==> config.mk <==
export PLATFORM = sky130hd
export DESIGN_NAME = sisc_ctrl_flat
export DESIGN_NICKNAME = d
export VERILOG_FILES = /design/src/rtl/sisc_pkg.sv /design/src/rtl/sisc_ctrl_if.sv /design/src/rtl/sisc_br_eval.sv /design/src/rtl/sisc_ctrl.sv /design/src/flat_wrapper.sv
export SDC_FILE = /design/constraint.sdc
export NUM_CORES = 1
export LEC_CHECK = 0
export CAP_MARGIN = 20
export CORE_AREA = 2 2 39 41
export DETAILED_ROUTE_END_ITERATION = 8
export DIE_AREA = 0 0 41 43
export GPL_TIMING_DRIVEN = 1
export PLACE_DENSITY = 0.75
export RECOVER_POWER = 50
export SYNTH_ARGS = -nofsm -noshare
export SYNTH_HDL_FRONTEND = slang
export SYNTH_HIERARCHICAL = 1
export SYNTH_SLANG_ARGS = --single-unit
==> constraint.sdc <==
create_clock -name clk -period 1.6 [get_ports clk]
set_input_delay 0.24 -clock clk [delete_from_list [all_inputs] [get_ports clk]]
set_output_delay 0.24 -clock clk [all_outputs]
set_load 0.02 [all_outputs]
==> src/rtl/sisc_pkg.sv <==
// Shared encodings for the SISC processor: opcodes, ALU control codes,
// control-unit state type and status-register bit positions.
package sisc_pkg;

    localparam logic [3:0] OP_NOOP  = 4'h0;
    localparam logic [3:0] OP_ALU_R = 4'h1;
    localparam logic [3:0] OP_ALU_I = 4'h2;
    localparam logic [3:0] OP_BRA   = 4'h4;
    localparam logic [3:0] OP_BRR   = 4'h5;
    localparam logic [3:0] OP_BNE   = 4'h6;
    localparam logic [3:0] OP_BNR   = 4'h7;
    localparam logic [3:0] OP_LOD   = 4'h8;
    localparam logic [3:0] OP_STR   = 4'h9;
    localparam logic [3:0] OP_HLT   = 4'hF;

    localparam logic [1:0] ALU_RR   = 2'b00;
    localparam logic [1:0] ALU_RI   = 2'b01;
    localparam logic [1:0] ALU_NOP  = 2'b10;
    localparam logic [1:0] ALU_ADDR = 2'b11;

    localparam int STAT_C = 3;
    localparam int STAT_V = 2;
    localparam int STAT_N = 1;
    localparam int STAT_Z = 0;

    typedef enum logic [2:0] {
        START0    = 3'd0,
        START1    = 3'd1,
        FETCH     = 3'd2,
        DECODE    = 3'd3,
        EXECUTE   = 3'd4,
        MEM       = 3'd5,
        WRITEBACK = 3'd6,
        HALT      = 3'd7
    } ctrl_state_t;

    // ALU control used from EXECUTE through WRITEBACK so alu_result stays stable.
    function automatic logic [1:0] exec_alu_op(input logic [3:0] opcode);
        case (opcode)
            OP_ALU_R:       return ALU_RR;
            OP_ALU_I:       return ALU_RI;
            OP_LOD, OP_STR: return ALU_ADDR;
            default:        return ALU_NOP;
        endcase
    endfunction

endpackage

==> src/rtl/sisc_ctrl_if.sv <==
// Control-unit bundle: instruction fields and status in, datapath strobes out.
// master = control unit, slave = datapath.
interface sisc_ctrl_if;

    logic [3:0] opcode;
    logic [3:0] mm;
    logic [3:0] stat;
    logic       rf_we;
    logic       wb_sel;
    logic       rd_sel;
    logic [1:0] alu_op;
    logic       sr_load;
    logic       pc_rst;
    logic       pc_write;
    logic       pc_sel;
    logic       br_sel;
    logic       ir_load;
    logic       mm_sel;
    logic       dm_we;
    logic       halt;

    modport master (
        input  opcode, mm, stat,
        output rf_we, wb_sel, rd_sel, alu_op, sr_load, pc_rst, pc_write,
               pc_sel, br_sel, ir_load, mm_sel, dm_we, halt
    );

    modport slave (
        output opcode, mm, stat,
        input  rf_we, wb_sel, rd_sel, alu_op, sr_load, pc_rst, pc_write,
               pc_sel, br_sel, ir_load, mm_sel, dm_we, halt
    );

endinterface

==> src/rtl/sisc_br_eval.sv <==
// Conditional-branch evaluator: masks the status flags with the instruction's
// condition field and reports whether the branch is taken and PC-relative.
module sisc_br_eval
    import sisc_pkg::*;
(
    input  logic [3:0] opcode,
    input  logic [3:0] mm,
    input  logic [3:0] stat,
    output logic       br_taken,
    output logic       br_rel
);

    logic any_set;

    assign any_set = |(mm & stat);

    always_comb begin
        br_taken = 1'b0;
        br_rel   = 1'b0;
        case (opcode)
            OP_BRA: br_taken = any_set;
            OP_BRR: begin br_taken = any_set;  br_rel = 1'b1; end
            OP_BNE: br_taken = !any_set;
            OP_BNR: begin br_taken = !any_set; br_rel = 1'b1; end
            default: ;
        endcase
    end

endmodule

==> src/rtl/sisc_ctrl.sv <==
// SISC multi-cycle control unit: sequences each instruction through
// FETCH/DECODE/EXECUTE/MEM/WRITEBACK and drives the datapath strobes.
module sisc_ctrl
    import sisc_pkg::*;
(
    input  logic       clk,
    input  logic       rst_f,
    sisc_ctrl_if.master bus
);

    ctrl_state_t state, next_state;
    logic        br_taken, br_rel;

    sisc_br_eval u_br_eval (
        .opcode   (bus.opcode),
        .mm       (bus.mm),
        .stat     (bus.stat),
        .br_taken (br_taken),
        .br_rel   (br_rel)
    );

    // NOTE: state is the only register, so it alone uses non-blocking
    // assignments; everything below is combinational and uses blocking ones.
    always_ff @(posedge clk or negedge rst_f) begin
        if (!rst_f) state <= START0;
        else        state <= next_state;
    end

    always_comb begin
        next_state = state;
        case (state)
            START0:    next_state = START1;
            START1:    next_state = FETCH;
            FETCH:     next_state = DECODE;
            DECODE:    next_state = (bus.opcode == OP_HLT) ? HALT : EXECUTE;
            EXECUTE:   next_state = MEM;
            MEM:       next_state = WRITEBACK;
            WRITEBACK: next_state = FETCH;
            HALT:      next_state = HALT;
            default:   next_state = START0;
        endcase
    end

    // NOTE: every output gets its default first, so no path through the case
    // leaves one unassigned and no latch is inferred.
    always_comb begin
        bus.rf_we    = 1'b0;
        bus.wb_sel   = 1'b0;
        bus.rd_sel   = 1'b0;
        bus.alu_op   = ALU_NOP;
        bus.sr_load  = 1'b0;
        bus.pc_rst   = 1'b0;
        bus.pc_write = 1'b0;
        bus.pc_sel   = 1'b0;
        bus.br_sel   = 1'b0;
        bus.ir_load  = 1'b0;
        bus.mm_sel   = 1'b0;
        bus.dm_we    = 1'b0;
        bus.halt     = 1'b0;

        case (state)
            START0: bus.pc_rst = 1'b1;
            FETCH: begin
                bus.ir_load  = 1'b1;
                bus.pc_write = 1'b1;
            end
            DECODE: begin
                // Relative targets are added to the PC already bumped in FETCH.
                bus.br_sel = br_rel;
                if (br_taken) begin
                    bus.pc_write = 1'b1;
                    bus.pc_sel   = 1'b1;
                end
            end
            EXECUTE: begin
                bus.alu_op  = exec_alu_op(bus.opcode);
                bus.sr_load = (bus.opcode == OP_ALU_R) || (bus.opcode == OP_ALU_I);
                bus.rd_sel  = (bus.opcode == OP_STR);
            end
            MEM: begin
                bus.alu_op = exec_alu_op(bus.opcode);
                if (bus.opcode == OP_LOD) begin
                    bus.mm_sel = 1'b1;
                end else if (bus.opcode == OP_STR) begin
                    bus.mm_sel = 1'b1;
                    bus.dm_we  = 1'b1;
                    bus.rd_sel = 1'b1;
                end
            end
            WRITEBACK: begin
                bus.alu_op = exec_alu_op(bus.opcode);
                if (bus.opcode == OP_ALU_R || bus.opcode == OP_ALU_I) begin
                    bus.rf_we = 1'b1;
                end else if (bus.opcode == OP_LOD) begin
                    bus.rf_we  = 1'b1;
                    bus.wb_sel = 1'b1;
                    bus.mm_sel = 1'b1;
                end
            end
            HALT:    bus.halt = 1'b1;
            default: ;
        endcase
    end

endmodule

==> src/flat_wrapper.sv <==
// flat-port wrapper written by rule: the top's interface ports become plain ports
module sisc_ctrl_flat import sisc_pkg::*;
  (clk, rst_f, bus_opcode, bus_mm, bus_stat, bus_rf_we, bus_wb_sel, bus_rd_sel, bus_alu_op, bus_sr_load, bus_pc_rst, bus_pc_write, bus_pc_sel, bus_br_sel, bus_ir_load, bus_mm_sel, bus_dm_we, bus_halt);
  sisc_ctrl_if bus_i ();
  input  logic clk;
  input  logic rst_f;
  input wire logic [$bits(bus_i.opcode)-1:0] bus_opcode;
  input wire logic [$bits(bus_i.mm)-1:0] bus_mm;
  input wire logic [$bits(bus_i.stat)-1:0] bus_stat;
  output wire logic [$bits(bus_i.rf_we)-1:0] bus_rf_we;
  output wire logic [$bits(bus_i.wb_sel)-1:0] bus_wb_sel;
  output wire logic [$bits(bus_i.rd_sel)-1:0] bus_rd_sel;
  output wire logic [$bits(bus_i.alu_op)-1:0] bus_alu_op;
  output wire logic [$bits(bus_i.sr_load)-1:0] bus_sr_load;
  output wire logic [$bits(bus_i.pc_rst)-1:0] bus_pc_rst;
  output wire logic [$bits(bus_i.pc_write)-1:0] bus_pc_write;
  output wire logic [$bits(bus_i.pc_sel)-1:0] bus_pc_sel;
  output wire logic [$bits(bus_i.br_sel)-1:0] bus_br_sel;
  output wire logic [$bits(bus_i.ir_load)-1:0] bus_ir_load;
  output wire logic [$bits(bus_i.mm_sel)-1:0] bus_mm_sel;
  output wire logic [$bits(bus_i.dm_we)-1:0] bus_dm_we;
  output wire logic [$bits(bus_i.halt)-1:0] bus_halt;
  assign bus_i.opcode = bus_opcode;
  assign bus_i.mm = bus_mm;
  assign bus_i.stat = bus_stat;
  assign bus_rf_we = bus_i.rf_we;
  assign bus_wb_sel = bus_i.wb_sel;
  assign bus_rd_sel = bus_i.rd_sel;
  assign bus_alu_op = bus_i.alu_op;
  assign bus_sr_load = bus_i.sr_load;
  assign bus_pc_rst = bus_i.pc_rst;
  assign bus_pc_write = bus_i.pc_write;
  assign bus_pc_sel = bus_i.pc_sel;
  assign bus_br_sel = bus_i.br_sel;
  assign bus_ir_load = bus_i.ir_load;
  assign bus_mm_sel = bus_i.mm_sel;
  assign bus_dm_we = bus_i.dm_we;
  assign bus_halt = bus_i.halt;
  sisc_ctrl u_core (.clk(clk), .rst_f(rst_f), .bus(bus_i));
endmodule
==> results.ini, run 1 <==
[run_status]
status = finished, violations left
violations = setup timing

[logic_synthesis]
synth_area_leaders = dfrtp_1 21%, nor2_1 10%, and2_1 6.9%
yosys.area.top_type = dfrtp_1
yosysWarnings = 6
synth.most_common_cell = nor2_1
synth_seq_area_share_pct = 20.8
ys_seq_elements = 3
syn_nets = 62
syn_area_per_cell_um2 = 7.53
ys_async_sr_fraction_pct = 100
syn-cell-area_um2 = 362
synthCells = 48
synth_common_cells = 10 x nor2_1, 4 x and2_1, 3 x dfrtp_1
synth_edf_count = 0
yosysUniqueCellTypes = 27
yosys_most_used_dff = dfrtp_1
synth.top_cell.area_share_pct = 20.8

[sta]
setup_viol = 1
min_period_over_period_pct = 101
relSlewSlack_pct = 81.6
finClkSkew_ns = 0.00356
drv_slew = 0
holdWs_ns = 0.267
grt_setup_unrepaired = yes
period_minus_slack_ns = 1.61
max_freq_mhz = 621
worst_pin_slew_ns = 0.276
fin_ws_ns = -0.0105
final-hold-violation-count = 0

[finish]
layout-drive-gt1-share_pct = 39.8
fin_util_pct = 50.6
fin_nets = 103
syn_to_final_growth_pct = 93.8
diodes = 0

[die]
dieHeight_um = 43
design.portCount = 28
start_util_pct = 26.1
fp-row-count = 14
coreArea_mm2 = 0.00138
die_width_um = 41
dieArea_mm2 = 0.00176

[routing]
drtIter0Drc = 9
wirelength_mm = 1.13
dr_total_vias = 506
drt_first_pass_iters = 4
drc_errors = 0
antenna_left = 0
routedWlPerCell_um = 10.8
vias_per_cell = 4.87

[pwr]
clkPwrFrac_pct = 14.7
p_sw_share_pct = 43.8
p_comb_share_pct = 66.6
power_frac_seq_pct = 18.7
power_density_mw_per_mm2 = 1270
ir_drop_uv = 799
leakagePower_nw = 0.363
internal_power_mw = 0.501
p_sw_mw = 0.391

[setup_path]
crit_type = in2out
r2r-start = u_core/state[1]
worstPathCellList = clkdlybuf4s15_1 > a22o_1 > nor3_2 > and3b_2 > o211a_1 > buf_6
cp.required_ns = 1.36
slowest_stage = a22o_1
cp.arrival_ns = 1.37
r2r_cells = 4
start_kind = input port
critical_path.max_stage_delay_ns = 0.24
cp-end-kind = output pin
regToRegSetupSlack_ns = 0.60
crit_fanout = 2
r2r_end = u_core/state[1]

[worst_hold_path]
min_path_type = in2async

[global_route]
grt_max_degree = 8
grt_first_pass_wirelength_mm = 1.83
grt_usage_pct = 14.9
first_global_vias = 462
antenna_found_initial = 0
overflow = 0

[flow_run]
drv_cap = 0

[clock_network]
cts.sinks = 3
ctsHoldBuffers = 0
root_buffer = clkbuf_4
cts_tree = yes
clk_pin_slew_ns = 0.04
worstSkewPairLatency_ns = 0.23
cts-buffers-inserted = 3
clk_path_buf_depth = 2
cts_max_level = 1

[placement]
portBuffers = 27
dp_hpwl_um = 964
place.gp.congestion = 0.806

-- cells in the final DEF (no fill, tap or decap), types with 2 or more instances in the layout --
cell and instances:
buf_2 7, inv_1 2, dfrtp_1 3, nor2_1 9, and2_1 4, dlygate4sd2_1 6, nand2_1 2, buf_4 12
nand2b_1 2, a22o_1 2, nor3_1 2, clkdlybuf4s15_1 7, clkbuf_4 3, clkbuf_2 4
-- power by group through the flow --
| stage | clock, mW | sequential [mW] | combinational, mW |
|---|---|---|---|
| final | 0.131 | 0.166 | 0.594 |
| after global routing | 0.144 | 0.176 | 0.641 |
| after CTS | 0.136 | 0.169 | 0.599 |
| after detailed placement | 0 | 0.173 | 0.600 |
| after global placement | 0 | 0.172 | 0.592 |
| after floorplan | 0 | 0.157 | 0.314 |
-- worst max path at each step --
stage | startpoint | to | slack [ns] | cells after the start
finish | bus_stat[2] | bus_pc_write | -0.01 | 6
global route | bus_stat[2] | bus_pc_write | -0.05 | 6
CTS | bus_stat[2] | bus_pc_write | 0.005 | 6
detailed placement | bus_opcode[1] | bus_dm_we | -0.64 | 5
global placement | bus_opcode[1] | bus_dm_we | -0.59 | 5
floorplan | flip-flop | bus_dm_we | 0.09 | 3
-- timing repair --
action,in CTS,in global routing
pin swaps,5,3
setup buffers,1,0
resized for setup,62,18
setup endpoints to repair,14,10
gates cloned,0,0
-- final cells by class --
type	instances	area, um2
Sequential cell	3	75.1
Multi-Input combinational cell	41	283
Fill cell	131	683
Timing Repair Buffer	38	289
Inverter	2	7.51
Tap cell	16	20.0
Clock buffer	4	26.3
-- stage by stage --
step | TNS (ns) | power (mW) | cell area [um2] | setup slack, ns | instances
2_1_floorplan | 0 | 0.471 | 362 | 0.0897 | 48
3_3_place_gp | -5.80 | 0.763 | 717 | -0.594 | 99
3_5_place_dp | -6.16 | 0.773 | 717 | -0.643 | 99
4_1_cts | 0 | 0.904 | 723 | 0.00532 | 104
5_1_grt | -0.0954 | 0.960 | 701 | -0.0493 | 104
6_report | -0.0105 | 0.891 | 701 | -0.0105 | 104
-- critical path: cells and delay by family --
kind                   cells  cell delay (ns)
AO/OA/AOI/OAI              2             0.47
AND/OR/NAND/NOR            2             0.37
buffers and inverters      2             0.29
-- cells by family after synthesis --
family          count (synthesis)  synth area share, %
compound gates                 10                 21.8
mux                             1                 2.77
xor+xnor                        1                 2.42
buf+inv                         4                 4.84
simple gates                   29                 47.4
flops                           3                 20.8
-- layer usage --
metal / up-vias / part of all wire, % / track usage (%) / wire length, um
li1: 251 / - / - / -
met1: 230 / 37 / 16.9 / 411
met2: 23 / 56 / 25.9 / 629
met3: 2 / 6.7 / 3.66 / 75
met4: 0 / 0.80 / 4.00 / 9
met5: - / 0 / 0 / 0
(Power assumes the default switching activity.)
==> inputs of run 2 (changes only) <==
==> constraint.sdc (replaced) <==
create_clock -name clk -period 1.6 [get_ports clk]
set_input_delay 0.24 -clock clk [delete_from_list [all_inputs] [get_ports clk]]
set_output_delay 0.24 -clock clk [all_outputs]
set_load 0.05 [all_outputs]
==> run 2 against run 1 <==
  * The flow now finishes without violations
  * Non-clock buffer count unchanged
  * Largest power group unchanged
  * Flip-flop and latch count did not move
  * Cell area increased by 29%
  * Combinational power increased by 58%
  * Setup slack improved by 0.036 ns
  * First-iteration DRC count decreased by 56%
==> results.ini, run 2 (synthesis gave the netlist of run 1 again) <==
[run_status]
status = completed

[routing]
drt_first_pass_iters = 2
dr_total_vias = 513
vias_per_cell = 4.93
drc_errors = 0
routedWlPerCell_um = 13.2
drtIter0Drc = 4
wirelength_mm = 1.37
antenna_left = 0

[setup_path]
cp.required_ns = 1.36
start_kind = flip-flop
crit_fanout = 6
crit_type = reg2out
cp.arrival_ns = 1.33
cp-end-kind = output pin

[clock_network]
cts_tree = yes
clk_pin_slew_ns = 0.04
cts_max_level = 1
ctsHoldBuffers = 0
root_buffer = clkbuf_4
clk_path_buf_depth = 2
cts-buffers-inserted = 3
cts.sinks = 3
worstSkewPairLatency_ns = 0.24

[placement]
place_inst = 98
portBuffers = 27
dp_hpwl_mm = 1.09
place.gp.congestion = 0.819
pre_cts_ws_ns = -0.295

[die]
fp-row-count = 14
design.portCount = 28
dieArea_mm2 = 0.00176
die_width_um = 41
coreArea_mm2 = 0.00138
dieHeight_um = 43
start_util_pct = 26.1

[sta]
final-hold-violation-count = 0
drv_slew = 0
setup_viol = 0
period_minus_slack_ns = 1.57
max_freq_mhz = 635
worst_pin_slew_ns = 0.347
grt_setup_unrepaired = yes
finClkSkew_ns = 0.0107
min_period_over_period_pct = 98.4
relSlewSlack_pct = 76.7
fin_ws_ns = 0.0258

[global_route]
grt_first_pass_wirelength_mm = 2.18
grt_usage_pct = 18.3
overflow = 0
first_global_vias = 531
grt_max_degree = 8
antenna_found_initial = 0

[pwr]
ir_drop_uv = 1370
total_power_mw = 1.26
power_density_mw_per_mm2 = 1390
leakagePower_nw = 0.416

[finish]
diodes = 0
layout-drive-gt1-share_pct = 61.4
nFillCells = 113
fin_nets = 103
final_common_cell = buf_12
finalNonFillerCells = 104
final_cell_mix = 14 x buf_12, 10 x buf_4, 6 x nor2_1
syn_to_final_growth_pct = 151

[flow_run]
drv_cap = 0

[worst_hold_path]
min_path_type = in2async

-- run 2: cell types whose count changed in the layout (fill, tap and decap cells not counted), moves of 3 or more --
cell,before,now
nor2_2,1,4
clkdlybuf4s15_1,7,1
buf_12,0,14
nor2_1,9,6
dlygate4sd2_1,6,2
-- run 2: final cells by class --
type	instances	area, um2	area share (%)
Multi-Input combinational cell	41	319	35.2
Inverter	2	7.51	0.829
Clock buffer	4	26.3	2.90
Tap cell	16	20.0	2.21
Timing Repair Buffer	38	455	50.3
Sequential cell	3	77.6	8.56
-- run 2: repair_timing --
| item | CTS | global route |
|---|---|---|
| pin swaps | 6 | 4 |
| gates resized for setup | 35 | 11 |
| endpoints found under the setup margin | 11 | 10 |
| buffers inserted | 1 | 1 |
-- run 2: power breakdown --
part / switching [mW] / internal, mW / total (mW)
clock network: 0.0446 / 0.0939 / 0.138
logic: 0.502 / 0.434 / 0.936
registers: 0.0683 / 0.120 / 0.189
-- run 2: critical path: stages, from the launching register on --
cell	delay, ns
dfrtp_2	0.45
buf_4	0.17
nor2_2	0.14
and3_4	0.21
buf_12	0.13
-- run 2: layer usage --
layer  track usage (%)  routed length, um  up-vias
met4              4.00                 21        0
met2              33.1                788       23
met5                 0                  0        -
li1                  -                  -      251
met1              16.8                484      237
met3              9.42                 79        2
-- run 2: final timing paths --
path	startpoint	end	slack, ns	cells past startpoint
max	u_core/state[1]	bus_sr_load	0.03	4
max in group asynchronous	rst_f	u_core/state[0]	1.17	1
min in group clk	u_core/state[0]	u_core/state[1]	0.64	2
min reg2reg	u_core/state[0]	u_core/state[1]	0.64	2
max reg2reg	flip-flop	u_core/state[0]	0.42	4
min	rst_f	asynchronous set/reset pin	0.26	1
-- run 2: through the flow --
step                utilization (%)  hold WS, ns  instance area (um2)  setup TNS, ns
floorplan                         -      -0.0556                  375         -0.634
global placement               62.4        0.433                  863          -1.84
detailed placement             62.4        0.438                  863          -2.32
CTS                            63.8        0.183                  883        -0.0149
global route                   65.5        0.265                  906        -0.0780
finish                         65.5        0.256                  906              0
